## src/rtl/video_vsync_write_scheduler.sv

```systemverilog
// video_vsync_write_scheduler
//
// Sits between the FPro video bus and the video subsystem decoder.
// Frame-buffer writes (addr[AW-1]=1) are forwarded on the next cycle.
// Slot-register writes can be deferred into a FIFO. The FIFO is then released
// in a burst right after frame_start, so that sprite, OSD and bar updates
// never tear in the middle of a frame.
//
// Ports:
//   clk, reset          system clock, synchronous active-high reset
//   video_cs/wr         upstream chip select / write strobe (accept = cs & wr)
//   video_addr          upstream word address (bit AW-1 selects frame buffer)
//   video_wr_data       upstream write data
//   frame_start         one-cycle pulse at start of frame
//   defer_en            1 = hold slot writes until frame start
//   clr_ovf             clears the sticky overflow flag
//   m_cs/m_wr           registered downstream strobes
//   m_addr/m_wr_data    registered downstream address/data (hold when idle)
//   pending             registered FIFO occupancy (0..DEPTH)
//   draining            high while the FSM is in DRAIN (state observation)
//   ovf                 sticky: a deferred write was dropped on a full FIFO
//
// Handshake: there is no back-pressure. A write is taken on every cycle with
// video_cs & video_wr. Downstream sees exactly one cycle of m_cs & m_wr per
// issued write.

module video_vsync_write_scheduler #(
    parameter int DEPTH = 16,
    parameter int AW    = 21,
    parameter int DW    = 32
) (
    input  logic                       clk,
    input  logic                       reset,
    input  logic                       video_cs,
    input  logic                       video_wr,
    input  logic [AW-1:0]              video_addr,
    input  logic [DW-1:0]              video_wr_data,
    input  logic                       frame_start,
    input  logic                       defer_en,
    input  logic                       clr_ovf,
    output logic                       m_cs,
    output logic                       m_wr,
    output logic [AW-1:0]              m_addr,
    output logic [DW-1:0]              m_wr_data,
    output logic [$clog2(DEPTH):0]     pending,
    output logic                       draining,
    output logic                       ovf
);

    localparam int PW = $clog2(DEPTH);
    localparam int CW = PW + 1;

    typedef enum logic {IDLE, DRAIN} state_t;

    state_t              state, state_next;
    logic [PW-1:0]       wr_ptr, rd_ptr;
    logic [CW-1:0]       count, count_next;
    logic [CW-1:0]       drain_cnt, drain_cnt_next;
    logic [AW+DW-1:0]    mem [DEPTH];

    logic accept, is_fb, fb_issue, direct, up_issue;
    logic push_req, full, push, pop, drop;

    always_comb begin
        accept   = video_cs & video_wr;
        is_fb    = video_addr[AW-1];
        fb_issue = accept & is_fb;
        // A slot write may bypass the FIFO only when nothing is queued or
        // draining; otherwise it would overtake older queued writes.
        direct   = accept & ~is_fb & ~defer_en & (count == '0) & (state == IDLE);
        up_issue = fb_issue | direct;
        push_req = accept & ~is_fb & ~direct;
        full     = (count == CW'(DEPTH));
        // Upstream issues own the output bus; the drain stalls for that cycle.
        pop      = (state == DRAIN) & ~up_issue & (drain_cnt != '0);
        // A full FIFO still accepts a push when the head leaves in the same cycle.
        push     = push_req & (~full | pop);
        drop     = push_req & ~push;
        count_next = count + CW'(push) - CW'(pop);
    end

    // Next-state logic. The drain snapshot includes a push in the same cycle,
    // so it is taken from count_next.
    always_comb begin
        state_next     = state;
        drain_cnt_next = drain_cnt;
        case (state)
            IDLE: begin
                if ((frame_start | ~defer_en) && (count_next != '0)) begin
                    state_next     = DRAIN;
                    drain_cnt_next = count_next;
                end
            end
            DRAIN: begin
                if (pop) begin
                    drain_cnt_next = drain_cnt - CW'(1);
                    if (drain_cnt == CW'(1)) begin
                        state_next = IDLE;
                    end
                end
            end
            default: begin
                state_next     = IDLE;
                drain_cnt_next = '0;
            end
        endcase
    end

    always_ff @(posedge clk) begin
        if (reset) begin
            state     <= IDLE;
            drain_cnt <= '0;
            wr_ptr    <= '0;
            rd_ptr    <= '0;
            count     <= '0;
            ovf       <= 1'b0;
            m_cs      <= 1'b0;
            m_wr      <= 1'b0;
            m_addr    <= '0;
            m_wr_data <= '0;
        end else begin
            state     <= state_next;
            drain_cnt <= drain_cnt_next;
            count     <= count_next;
            if (push) begin
                wr_ptr <= wr_ptr + PW'(1);
            end
            if (pop) begin
                rd_ptr <= rd_ptr + PW'(1);
            end
            // A drop in the same cycle as clr_ovf leaves the flag set.
            if (drop) begin
                ovf <= 1'b1;
            end else if (clr_ovf) begin
                ovf <= 1'b0;
            end
            if (up_issue) begin
                m_cs      <= 1'b1;
                m_wr      <= 1'b1;
                m_addr    <= video_addr;
                m_wr_data <= video_wr_data;
            end else if (pop) begin
                m_cs      <= 1'b1;
                m_wr      <= 1'b1;
                m_addr    <= mem[rd_ptr][AW+DW-1:DW];
                m_wr_data <= mem[rd_ptr][DW-1:0];
            end else begin
                m_cs <= 1'b0;
                m_wr <= 1'b0;
            end
        end
    end

    // The storage array needs no reset; the pointers and count define validity.
    always_ff @(posedge clk) begin
        if (push) begin
            mem[wr_ptr] <= {video_addr, video_wr_data};
        end
    end

    assign pending  = count;
    assign draining = (state == DRAIN);

endmodule

```

## config.mk

```make
export PLATFORM = sky130hd
export DESIGN_NAME = video_vsync_write_scheduler
export DESIGN_NICKNAME = d
export VERILOG_FILES = /design/src/rtl/video_vsync_write_scheduler.sv
export SDC_FILE = /design/constraint.sdc
export NUM_CORES = 1
export LEC_CHECK = 0
export ABC_AREA = 1
export CAP_MARGIN = 10
export CORE_MARGIN = 4
export CORE_UTILIZATION = 60
export DETAILED_ROUTE_END_ITERATION = 7
export DONT_BUFFER_PORTS = 1
export PLACE_DENSITY = 0.73
export SYNTH_ARGS = -nofsm -noshare
export SYNTH_HDL_FRONTEND = slang
export SYNTH_SLANG_ARGS = --single-unit
```

## constraint.sdc

```tcl
create_clock -name clk -period 6.74 [get_ports clk]
set_clock_uncertainty 0.1 [all_clocks]
set_input_delay 2.022 -clock clk [delete_from_list [all_inputs] [get_ports clk]]
set_output_delay 2.022 -clock clk [all_outputs]
set_load 0.03 [all_outputs]
```

==> metrics <==
status completed; clock share of power 0.335; cts repair resizes 0; min-delay src rd_ptr[3]; global route overflow 0; leak pwr between 15 and 20 nW; crit-path max FO 30; post-synth top area share 0.6371; Critical R2R Capture mem[4][44]; Pre-Repair DR Iteration Count 5; CTS root buf clkbuf_16; VDD IR max around 250 uV; worst hold slack 357.4 ps; Synth async-reset ratio 0; Final Max Tran Viols 0; period utilisation layout 0.6453; Post-Route Setup TNS 0 ps; postcts setup bufs 0; Post-Syn Area per Cell 10.11 sq um; sequential fraction of the synthesis area 0.6761; Hold Path Stages 2; first-pass GRT wire length approximately 150000 um; Psw approximately 4.6 mW; synthesized flop and latch total 926; Worst-path clk slew 60 ps; Final HPWL DP roughly 50000 um; Port Buffers 0; Longest Clk Path Bufs 3; pin count of the biggest net entering global routing slightly above 200; Critical Path RT between 6000 and 7000 ps; DRT Wirelength ~95000 um; Max Cap Viol 0; startpoint types input pin; Core Area roughly 0.066 sq mm; EDFF count, synth between 800 and 900; WL/cell between 15 and 20 um; die area about 0.071 sq mm; Final nets between 3000 and 4000; Critical Path Sink Type flip-flop; top cells by area, synth edfxtp_1 (64%), nand2_1 (14%), nand3_1 (7.4%); CTS H-tree depth 3; WS Path Type in2reg; sw frac 0.3103; Placer Congestion between 0.8 and 0.9; Internal approximately 10 mW; vias per cell 5.511; antenna viol nets, final 0; Hold/Removal Path Class reg2reg; vias in the first global route ~26000; pwr/cell area 341.1 mW/mm^2; count leader, synth nand2_1; Synth cell types 30; layout cells sized above 1 0.06090; synth cell count leaders nand2_1 (1495), edfxtp_1 (848), nand3_1 (593), inv_1 (552), buf_2 (100); pre-CTS setup slack 1754 ps; Rows 94; antenna cells 0; Arr. time, crit path roughly 4600 ps; area of the mapped netlist between 0.03 and 0.04 sq mm; Gate power share 0.202; r2r setup slk 3040 ps; worst r2r path cells 7; Slew HR 0.08619; Die X between 200 and 300 um; Synth Instances between 3000 and 4000; Final Hold Viols 0; FMAX approximately 230 MHz; number of buffers created by CTS 92; Mapped Nets around 4000; Critical R2R Launch draining; hold buffer count at CTS 0; PnR worst setup slack approximately 2400 ps; later-pin clock latency in the skew report 630 ps; Iteration-0 DRC Markers about 2800; Remaining DRCs 0; Num Clock Sinks around 930; initial antenna violation count 0; Worst-Margin Slew 1371 ps; post-synth top area cell edfxtp_1; routed via count ~27000; Die Span Y about 270 um; yosys warns 0; total track usage 0.2680; CTS tree built; Initial Util 0.6069; RSZ-0062 raised after global routing false; Top Ports about 120; # setup viols final 0; final worst path period need about 4300 ps; Synth Flop Type edfxtp_1; Seq pwr share 0.463; P&R area growth vs syn 8.536%
==> cell usage in the layout, fill, tap and decap left out <==
cell,n
nand3_2,3
clkinv_2,24
a21oi_2,22
inv_2,2
inv_6,3
nand3b_1,1
ha_1,13
xor2_1,3
nand2_2,10
clkinv_1,15
clkbuf_8,8
nand3_1,593
inv_1,552
nor2_4,16
fa_1,1
a21oi_1,49
nor3b_2,1
bufinv_16,6
nand3_4,2
clkbuf_16,94
clkbuf_1,21
nor2_2,2
mux2i_1,1
o21ai_0,17
nor3_2,1
buf_12,9
nand2_4,1
edfxtp_1,848
inv_4,1
xnor2_1,2
nor2_1,29
buf_4,30
nand2_1,1495
inv_8,2
o211ai_1,2
dfxtp_1,74
dfxtp_4,4
==> per-layer routing <==
layer  GRT usage  up-vias  part of all wire
li1            -    12640                 -
met1      0.3628    12540              0.40
met2      0.4345     1180              0.47
met3     0.05541      204             0.096
met4     0.09828        2             0.032
met5    0.009459        -           0.00096
==> layout make-up <==
class	count	area [sq um]
flip-flops and latches	926	27040
fillers	4869	22480
multi-input cells	2264	9824
clock buffers	123	2541
inverters	559	2122
well taps	864	1081
repair buffers	39	405.4
clock inverters	46	369.1
==> per-stage QoR <==
stage                     power, mW  instances  area, sq um  utilization
after floorplan               9.286       3955        39970            -
after global placement        9.878       4652        40470       0.6145
after detailed placement      9.932       4652        40470       0.6145
after CTS                     14.86       4821        43380       0.6587
after global routing          15.52       4821        43380       0.6587
final                         14.80       4821        43380       0.6587
==> cells by family after synthesis <==
logic type                 Yosys count  share of synthesized area
AOI/OAI and AO/OA                   90                    0.01346
muxes                                1                  0.0002504
xor gates and xnor gates             5                   0.001096
DFF                                926                     0.6761
adders and majority gates           14                   0.004570
buffers and inverters              765                    0.08110
and+or+nand+nor                   2154                     0.2234
==> how the worst max path moves through the flow <==
stage / end / start / slack (ps)
2_1_floorplan: mem[11][0] / video_wr / 1180
3_3_place_gp: mem[4][36] / video_wr / 1790
3_5_place_dp: mem[4][38] / video_wr / 1750
4_1_cts: mem[4][44] / video_wr / 2410
5_1_grt: mem[4][44] / video_wr / 2270
6_report: mem[4][44] / video_wr / 2390
==> critical path, cell delays in order <==
cell     delay [ps]
nand3_2         150
nand3_4         230
inv_2           190
nor2_2           60
nor2_2          330
nand2_1         330
nor2_4          930
buf_12          290
==> power by group through the flow <==
stage               registers [mW]  clock network, mW  logic, mW
floorplan                     6.82                  0       2.46
global placement              6.99                  0       2.89
detailed placement            6.98                  0       2.95
CTS                           6.87               5.01       2.98
global route                  6.88               5.28       3.37
finish                        6.86               4.95       2.99
==> sequential cells by signal (all words and copies together), names as in the netlist, named ones only <==
signal,cells
drain_cnt,5
m_wr,1
m_addr,21
ovf,1
m_wr_data,32
mem,848
pending,5
draining,1
wr_ptr,4
rd_ptr,4
(Power assumes the default switching activity.)
